$ cat src/rtl/contention_ctl.sv
// rtl/contention_ctl.sv - video raster timing, CPU clock enable and memory contention control
module contention_ctl #(
  parameter int HCOUNT   = 448,
  parameter int VCOUNT   = 312,
  parameter int INT_LINE = 248,
  parameter int INT_LEN  = 64
) (
  input  logic       clock70,
  input  logic       reset,
  input  logic       contend_req,
  input  logic       wait_n,
  output logic       ce_cpu,
  output logic       stall,
  output logic [8:0] hc,
  output logic [8:0] vc,
  output logic       fetch,
  output logic       int_n,
  output logic       frame
);

  localparam logic [8:0] H_LAST = 9'(HCOUNT - 1);
  localparam logic [8:0] V_LAST = 9'(VCOUNT - 1);
  localparam logic [8:0] I_LINE = 9'(INT_LINE);
  // Remaining-cycle counter only ever holds INT_LEN-1 down to 0
  localparam int ICW = (INT_LEN > 1) ? $clog2(INT_LEN) : 1;
  localparam logic [ICW-1:0] I_LAST = ICW'(INT_LEN - 1);

  logic [8:0]     hc_q, hc_d;
  logic [8:0]     vc_q, vc_d;
  logic [ICW-1:0] int_cnt_q, int_cnt_d;
  logic           int_n_q, int_n_d;
  logic           frame_q, frame_d;

  logic h_wrap;
  logic v_wrap;
  logic int_start;
  logic contend_hit;

  assign h_wrap    = (hc_q == H_LAST);
  assign v_wrap    = (vc_q == V_LAST);
  assign int_start = (vc_q == I_LINE) && (hc_q == 9'd0);

  // Raster position: hc steps every clock, vc steps when hc wraps; both wrap together at frame end
  always_comb begin
    hc_d = h_wrap ? 9'd0 : hc_q + 9'd1;
    vc_d = vc_q;
    if (h_wrap) begin
      vc_d = v_wrap ? 9'd0 : vc_q + 9'd1;
    end
  end

  // Interrupt window: low for INT_LEN cycles, beginning the cycle after hc=0 on the interrupt line
  always_comb begin
    int_cnt_d = int_cnt_q;
    int_n_d   = 1'b1;
    if (int_start) begin
      int_cnt_d = I_LAST;
      int_n_d   = 1'b0;
    end else if (int_cnt_q != '0) begin
      int_cnt_d = int_cnt_q - 1'b1;
      int_n_d   = 1'b0;
    end
  end

  // Frame marker: registered so it is visible while the raster sits at hc=0, vc=0
  always_comb begin
    frame_d = h_wrap && v_wrap;
  end

  // State registers; reset also aborts any interrupt in progress
  always_ff @(posedge clock70 or negedge reset) begin
    if (!reset) begin
      hc_q      <= 9'd0;
      vc_q      <= 9'd0;
      int_cnt_q <= '0;
      int_n_q   <= 1'b1;
      frame_q   <= 1'b0;
    end else begin
      hc_q      <= hc_d;
      vc_q      <= vc_d;
      int_cnt_q <= int_cnt_d;
      int_n_q   <= int_n_d;
      frame_q   <= frame_d;
    end
  end

  // Fetch window: first 6 T-states of each 8 T-state group inside the 256x192 display area
  always_comb begin
    fetch = (vc_q < 9'd192) && (hc_q < 9'd256) && (hc_q[3:0] < 4'd12);
  end

  // CPU enable on odd hc only; a contended slot is simply dropped, never queued
  always_comb begin
    contend_hit = contend_req && fetch;
    ce_cpu      = reset && hc_q[0] && wait_n && !contend_hit;
    stall       = reset && hc_q[0] && contend_hit;
  end

  assign hc    = hc_q;
  assign vc    = vc_q;
  assign int_n = int_n_q;
  assign frame = frame_q;

endmodule

$ cat config.mk
export PLATFORM = sky130hd
export DESIGN_NAME = contention_ctl
export DESIGN_NICKNAME = d
export VERILOG_FILES = /design/src/rtl/contention_ctl.sv
export SDC_FILE = /design/constraint.sdc
export NUM_CORES = 1
export LEC_CHECK = 0
export ABC_AREA = 1
export CORE_AREA = 2 2 76 42
export DETAILED_ROUTE_END_ITERATION = 6
export DIE_AREA = 0 0 78 44
export GPL_ROUTABILITY_DRIVEN = 0
export PLACE_DENSITY = 0.87
export RECOVER_POWER = 100
export SYNTH_ARGS = -nofsm -noshare
export SYNTH_HDL_FRONTEND = slang
export SYNTH_SLANG_ARGS = --single-unit
export TNS_END_PERCENT = 100
$ cat constraint.sdc
create_clock -name clock70 -period 2.1 [get_ports clock70]
set_input_delay 0.315 -clock clock70 [delete_from_list [all_inputs] [get_ports clock70]]
set_output_delay 0.315 -clock clock70 [all_outputs]
set_load 0.01 [all_outputs]
==> results.cfg, run 1 <==
[outcome]
status = finished clean

[synth]
ys_seq_area_share_pct = 44.84
synth_seq_cells = 26
ys_types = 22
syn_area_um2 = 1454
syn_inst = 190
syn_area_per_cell_um2 = 7.652
ys.warnings.count = 0
synth_nets = 200

[power_and_ir_drop]
p_clk_share_pct = 36.4
leakage_nw = 0.9528
comb_power_share_pct = 2.6
p_switching_w = 0.0001762
switching_share_pct = 21.47
powerDensity_nw_per_um2 = 458.1
ir_worst_vdd_mv = 0.2504
seqPwrFrac_pct = 61.0
power.internal_w = 0.0006445

[critical_path]
cp_top_family = buffers and inverters
cp-end-kind = output pin
cp.depth = 4
cp-startpoint = vc[8]
r2r_slack_ns = 0.29
path_cells = inv_1 -> nand3_1 -> a21oi_1 -> clkdlybuf4s50_1
cp_num_buf_inv = 2
cp.arrival_ns = 1.65
critPathLaunchType = flip-flop
slowest_delay_ns = 0.57
worstSetupEndpoint = fetch
path_max_fanout = 4
cp_data_required_time_ns = 1.78
slowest_stage = clkdlybuf4s50_1
timing.rr.start = hc[0]
critPathKind = flip-flop to output pin
timing.rr.end = vc[3]
reg2reg_depth = 6

[clock_network]
cts_buffer_depth = 2
cts_root_buf = clkbuf_8
holdBufCountCts = 0
cts_tree = built
htree_levels = 1
cts_buffers = 3
clock_latency_ns = 0.28
clock-sinks = 26
clk_pin_slew_ns = 0.09

[timing]
maxSlewViolCount = 0
fmax_mhz = 507.8
skew_ns = 0.003440
relSlewSlack_pct = 53.85
tightest_slew_ns = 0.6915
finalSetupTns_ns = 0
hold_violations = 0
rsz0062_at_grt = false
layout_min_cycle_time_ns = 1.969
setup_viol = 0
finalCritPeriodShare_pct = 93.78
setup_slack_ns = 0.1306

[global_route]
grt_usage_pct = 20.60
antenna_found_initial = 0
grt_first_pass_wirelength_um = 5492
grt-ovfl-total = 0
grt_max_degree = 27
first_global_vias = 1167

[place]
dpl_cell_area_um2 = 1757
place_ws_ns = 0.2287
hpwl_um = 2275
io_buffers = 26

[route]
vias_per_cell = 5.092
num_vias = 1329
antenna_left = 0
wl_um = 3137
drtIter0Drc = 132
drt-wirelength-per-cell_um = 12.02
drc = 0
drt_first_pass_iters = 4

[layout]
antenna_cells = 0
nets = 232
syn_to_final_growth_pct = 23.24
mostFrequentLayoutCell = nand2_1
drive_gt1_share_pct = 4.977
most-common-layout-cells = nand2_1 (51), inv_1 (31), dfrtp_1 (25)
fill_cells = 260
design_area_um2 = 1792

[hold_path]
hold_depth = 2
hp-class = flip-flop to flip-flop
hp-start = int_cnt_q[0]

[flow_run]
maxCapViolations = 0

[die]
core_um2 = 2803
start_util_pct = 51.87
die_x_um = 78
io_pins = 27
num_rows = 14
die_height_um = 44
die_area_um2 = 3432
[worst reg2reg max path: cells and delay by family (launching register included)]
kind | cells | cell delay, ns
flip-flops | 1 | 0.43
AND/OR/NAND/NOR | 3 | 0.77
AO/OA/AOI/OAI | 1 | 0.07
adder cells (fa/ha/maj) | 1 | 0.25
buffers and inverters | 1 | 0.18
[repair_timing]
item / 4_1_cts / 5_1_grt
setup endpoints to repair: 1 / 1
setup buffers: 1 / 0
gates cloned: 0 / 0
resized for setup: 1 / 2
[cells by family (layout without fill, tap and decap cells)]
logic type	after synthesis	count (layout)	synth area share, %
DFF	26	26	44.84
AOI/OAI and AO/OA	17	17	6.196
xor gates and xnor gates	4	4	2.410
and+or+nand+nor	104	104	32.10
adders and majority gates	6	6	5.163
buffers and inverters	33	64	9.294
[synthesized netlist by cell type, drive strengths merged]
cell type,count,share of area (%)
buf,1,1.0
nand4,6,2.6
nor3,4,1.4
a21oi,2,0.69
dfstp,1,1.8
nor3b,1,0.52
or2,1,0.43
xnor2,1,0.60
nand2,52,14
xor2,3,1.8
o21ai,13,4.5
dfrtp,25,43
inv,32,8.3
o21bai,2,1.0
nor2,19,6.2
nand3,21,7.2
ha,6,5.2
[final cells by class]
class,count,area (um2),share of cell area (%)
flip-flops and latches,26,651.9,36.38
multi-input cells,131,650.6,36.31
repair buffers,28,274.0,15.29
inverters,32,120.1,6.704
well taps,40,50.05,2.793
clock buffers,4,45.04,2.514
[stage by stage]
step | util (%) | hold WS (ns) | std cells | power [W]
floorplan | - | 0.01941 | 190 | 0.0005137
global placement | 62.68 | 0.4838 | 256 | 0.0005344
detailed placement | 62.68 | 0.4894 | 256 | 0.0005346
CTS | 64.51 | 0.5023 | 261 | 0.0008262
global route | 63.93 | 0.5307 | 261 | 0.0008499
finish | 63.93 | 0.5102 | 261 | 0.0008207
[per-layer routing]
metal | track usage (%) | vias up | share of wire [%]
li1 | - | 671 | -
met3 | 6.875 | 2 | 7.7
met4 | 3.509 | 0 | 0.26
met1 | 30.20 | 611 | 51
met5 | 0 | - | 0
met2 | 30.34 | 45 | 41
[power by group through the flow]
stage	Clock [W]	Sequential, W	Combinational [W]
after floorplan	0	0.000510	0.00000336
after global placement	0	0.000510	0.0000243
after detailed placement	0	0.000510	0.0000245
after CTS	0.000302	0.000500	0.0000239
after global routing	0.000324	0.000500	0.0000258
final	0.000299	0.000500	0.0000215
[worst min-delay path by stage]
stage                   endpoint  slack [ns]
floorplan                  frame        0.02
global placement    int_cnt_q[0]        0.48
detailed placement  int_cnt_q[0]        0.49
CTS                        hc[2]        0.50
global route        int_cnt_q[0]        0.53
finish              int_cnt_q[0]        0.51
[state kept, by name, summed over array words and instances, names as in the netlist]
signal,cells
frame,1
hc,9
int_cnt_q,6
int_n,1
vc,9
(Power assumes the default switching activity.)
==> run 2: changes to the inputs <==
--- a/config.mk
+++ b/config.mk
@@ -6,6 +6,7 @@
 export NUM_CORES = 1
 export LEC_CHECK = 0
 export ABC_AREA = 1
+export ABC_CLOCK_PERIOD_IN_PS = 2100
 export CORE_AREA = 2 2 76 42
 export DETAILED_ROUTE_END_ITERATION = 6
 export DIE_AREA = 0 0 78 44
==> results of run 2 <==
No change in the layout: final DEF, timing and power equal those of run 1.
==> run 3: changes to the inputs <==
--- a/config.mk
+++ b/config.mk
@@ -11,6 +11,8 @@
 export DETAILED_ROUTE_END_ITERATION = 6
 export DIE_AREA = 0 0 78 44
 export GPL_ROUTABILITY_DRIVEN = 0
+export GPL_TIMING_DRIVEN = 0
+export MAX_ROUTING_LAYER = met4
 export PLACE_DENSITY = 0.87
 export RECOVER_POWER = 100
 export SYNTH_ARGS = -nofsm -noshare
==> run 3 against run 2 <==
Compared with the run above:
- fmax grew 1.4%
- combinational power fell by 5%
- routed wire length rose by 2.3%
- hold slack worse by 0.47 ns
- flip-flop and latch count stayed put
- global-route usage increased by 0.59 points
- critical path depth unchanged
- critical path type unchanged
- critical endpoint unchanged
- largest power group unchanged
==> results.cfg, run 3 (synthesized netlist as in run 1, its figures left out) <==
[outcome]
status = finished clean

[clock_network]
clock_latency_ns = 0.27
cts_root_buf = clkbuf_8
clock-sinks = 26
holdBufCountCts = 0
cts_tree = built
cts_buffer_depth = 2
clk_pin_slew_ns = 0.09
cts_buffers = 3
htree_levels = 1

[critical_path]
path_max_fanout = 4
critPathKind = flip-flop to output pin
slowest_stage = clkdlybuf4s50_1
slowest_delay_ns = 0.56
critPathLaunchType = flip-flop
cp-end-kind = output pin
cp_data_required_time_ns = 1.78
cp.arrival_ns = 1.63
cp_num_buf_inv = 2
path_cells = inv_1 -> nand3_1 -> a21oi_2 -> clkdlybuf4s50_1
cp_top_family = buffers and inverters

[power_and_ir_drop]
ir_worst_vdd_mv = 0.2548
p_total_w = 0.0008470
leakage_nw = 0.9776
powerDensity_nw_per_um2 = 460.5

[layout]
drive_gt1_share_pct = 7.556
syn_to_final_growth_pct = 26.51
mostFrequentLayoutCell = nand2_1
final_core_util_pct = 65.63
nets = 236
most-common-layout-cells = nand2_1 (51), inv_1 (31), dfrtp_1 (25)
antenna_cells = 0

[timing]
skew_ns = 0.003821
finalSetupTns_ns = 0
maxSlewViolCount = 0
setup_viol = 0
relSlewSlack_pct = 57.62
finalCritPeriodShare_pct = 92.52
tightest_slew_ns = 0.6334
layout_min_cycle_time_ns = 1.943
hold_violations = 0
rsz0062_at_grt = false
fmax_mhz = 514.7

[flow_run]
maxCapViolations = 0

[route]
drc = 0
drtIter0Drc = 55
drt-wirelength-per-cell_um = 12.11
num_vias = 1308
vias_per_cell = 4.936
wl_um = 3210
antenna_left = 0
drt_first_pass_iters = 4

[die]
core_um2 = 2803
die_x_um = 78
die_height_um = 44
die_area_um2 = 3432
start_util_pct = 51.87
io_pins = 27
num_rows = 14

[global_route]
grt_usage_pct = 21.19
grt_first_pass_wirelength_um = 5423
grt_max_degree = 28
first_global_vias = 1211
antenna_found_initial = 0
grt-ovfl-total = 0

[hold_path]
hp-class = input pin to asynchronous set/reset pin

[place]
hpwl_um = 2364
io_buffers = 26
==> run 3: changes by cell type in the layout (fill, tap and decap cells not counted), sizes merged <==
cell,change
dlygate4sd2,-1
clkbuf,-1
dlygate4sd3,-1
clkdlybuf4s25,+1
buf,+6
==> run 3: path summary, 6_finish.rpt <==
path                         startpoint           end  slack (ns)  cells after the start
setup / recovery                  hc[8]         fetch        0.16                      4
hold / removal                    reset         hc[5]        0.04                      1
setup reg to reg                  hc[0]         vc[4]        0.22                      6
hold reg to reg            int_cnt_q[1]  int_cnt_q[1]        0.52                      2
max in group asynchronous         reset  int_cnt_q[5]        1.66                      1
min in group clock70       int_cnt_q[1]  int_cnt_q[1]        0.52                      2
==> run 3: metal layers <==
metal / GRT usage [%] / up-vias / wire length (um)
met4: 3.158 / 0 / 10
met1: 29.67 / 606 / 1712
li1: - / 675 / -
met5: - / - / 0
met3: 5.208 / 2 / 116
met2: 32.24 / 25 / 1370
==> run 3: power by group <==
group | total (W) | internal, W | switching, W
logic | 0.0000205 | 0.00000716 | 0.0000133
clock network | 0.000326 | 0.000168 | 0.000158
registers | 0.000500 | 0.000500 | 0
total | 0.000847 | 0.000675 | 0.000172
==> run 3: area by class of cell <==
cell class / count / area [um2]
repair buffers: 31 / 295.3
flip-flops and latches: 26 / 651.9
multi-input cells: 131 / 651.9
inverters: 32 / 120.1
fillers: 264 / 963.4
well taps: 40 / 50.05
clock buffers: 4 / 55.05
plain buffers: 1 / 15.01
==> run 3: through the flow <==
step,hold slack (ns),cells,setup slack (ns),instance area (um2)
2_1_floorplan,0.01941,190,0.6371,1454
3_3_place_gp,0.4859,256,-0.6951,1764
3_5_place_dp,0.4926,256,-0.7368,1764
4_1_cts,0.1645,262,0.001992,1838
5_1_grt,0.07383,265,0.06068,1839
6_report,0.04371,265,0.1572,1839
==> run 3: timing repair <==
item	4_1_cts	5_1_grt
buffers inserted	2	3
setup endpoints to repair	2	2
cloned	0	0
resized for setup	6	3
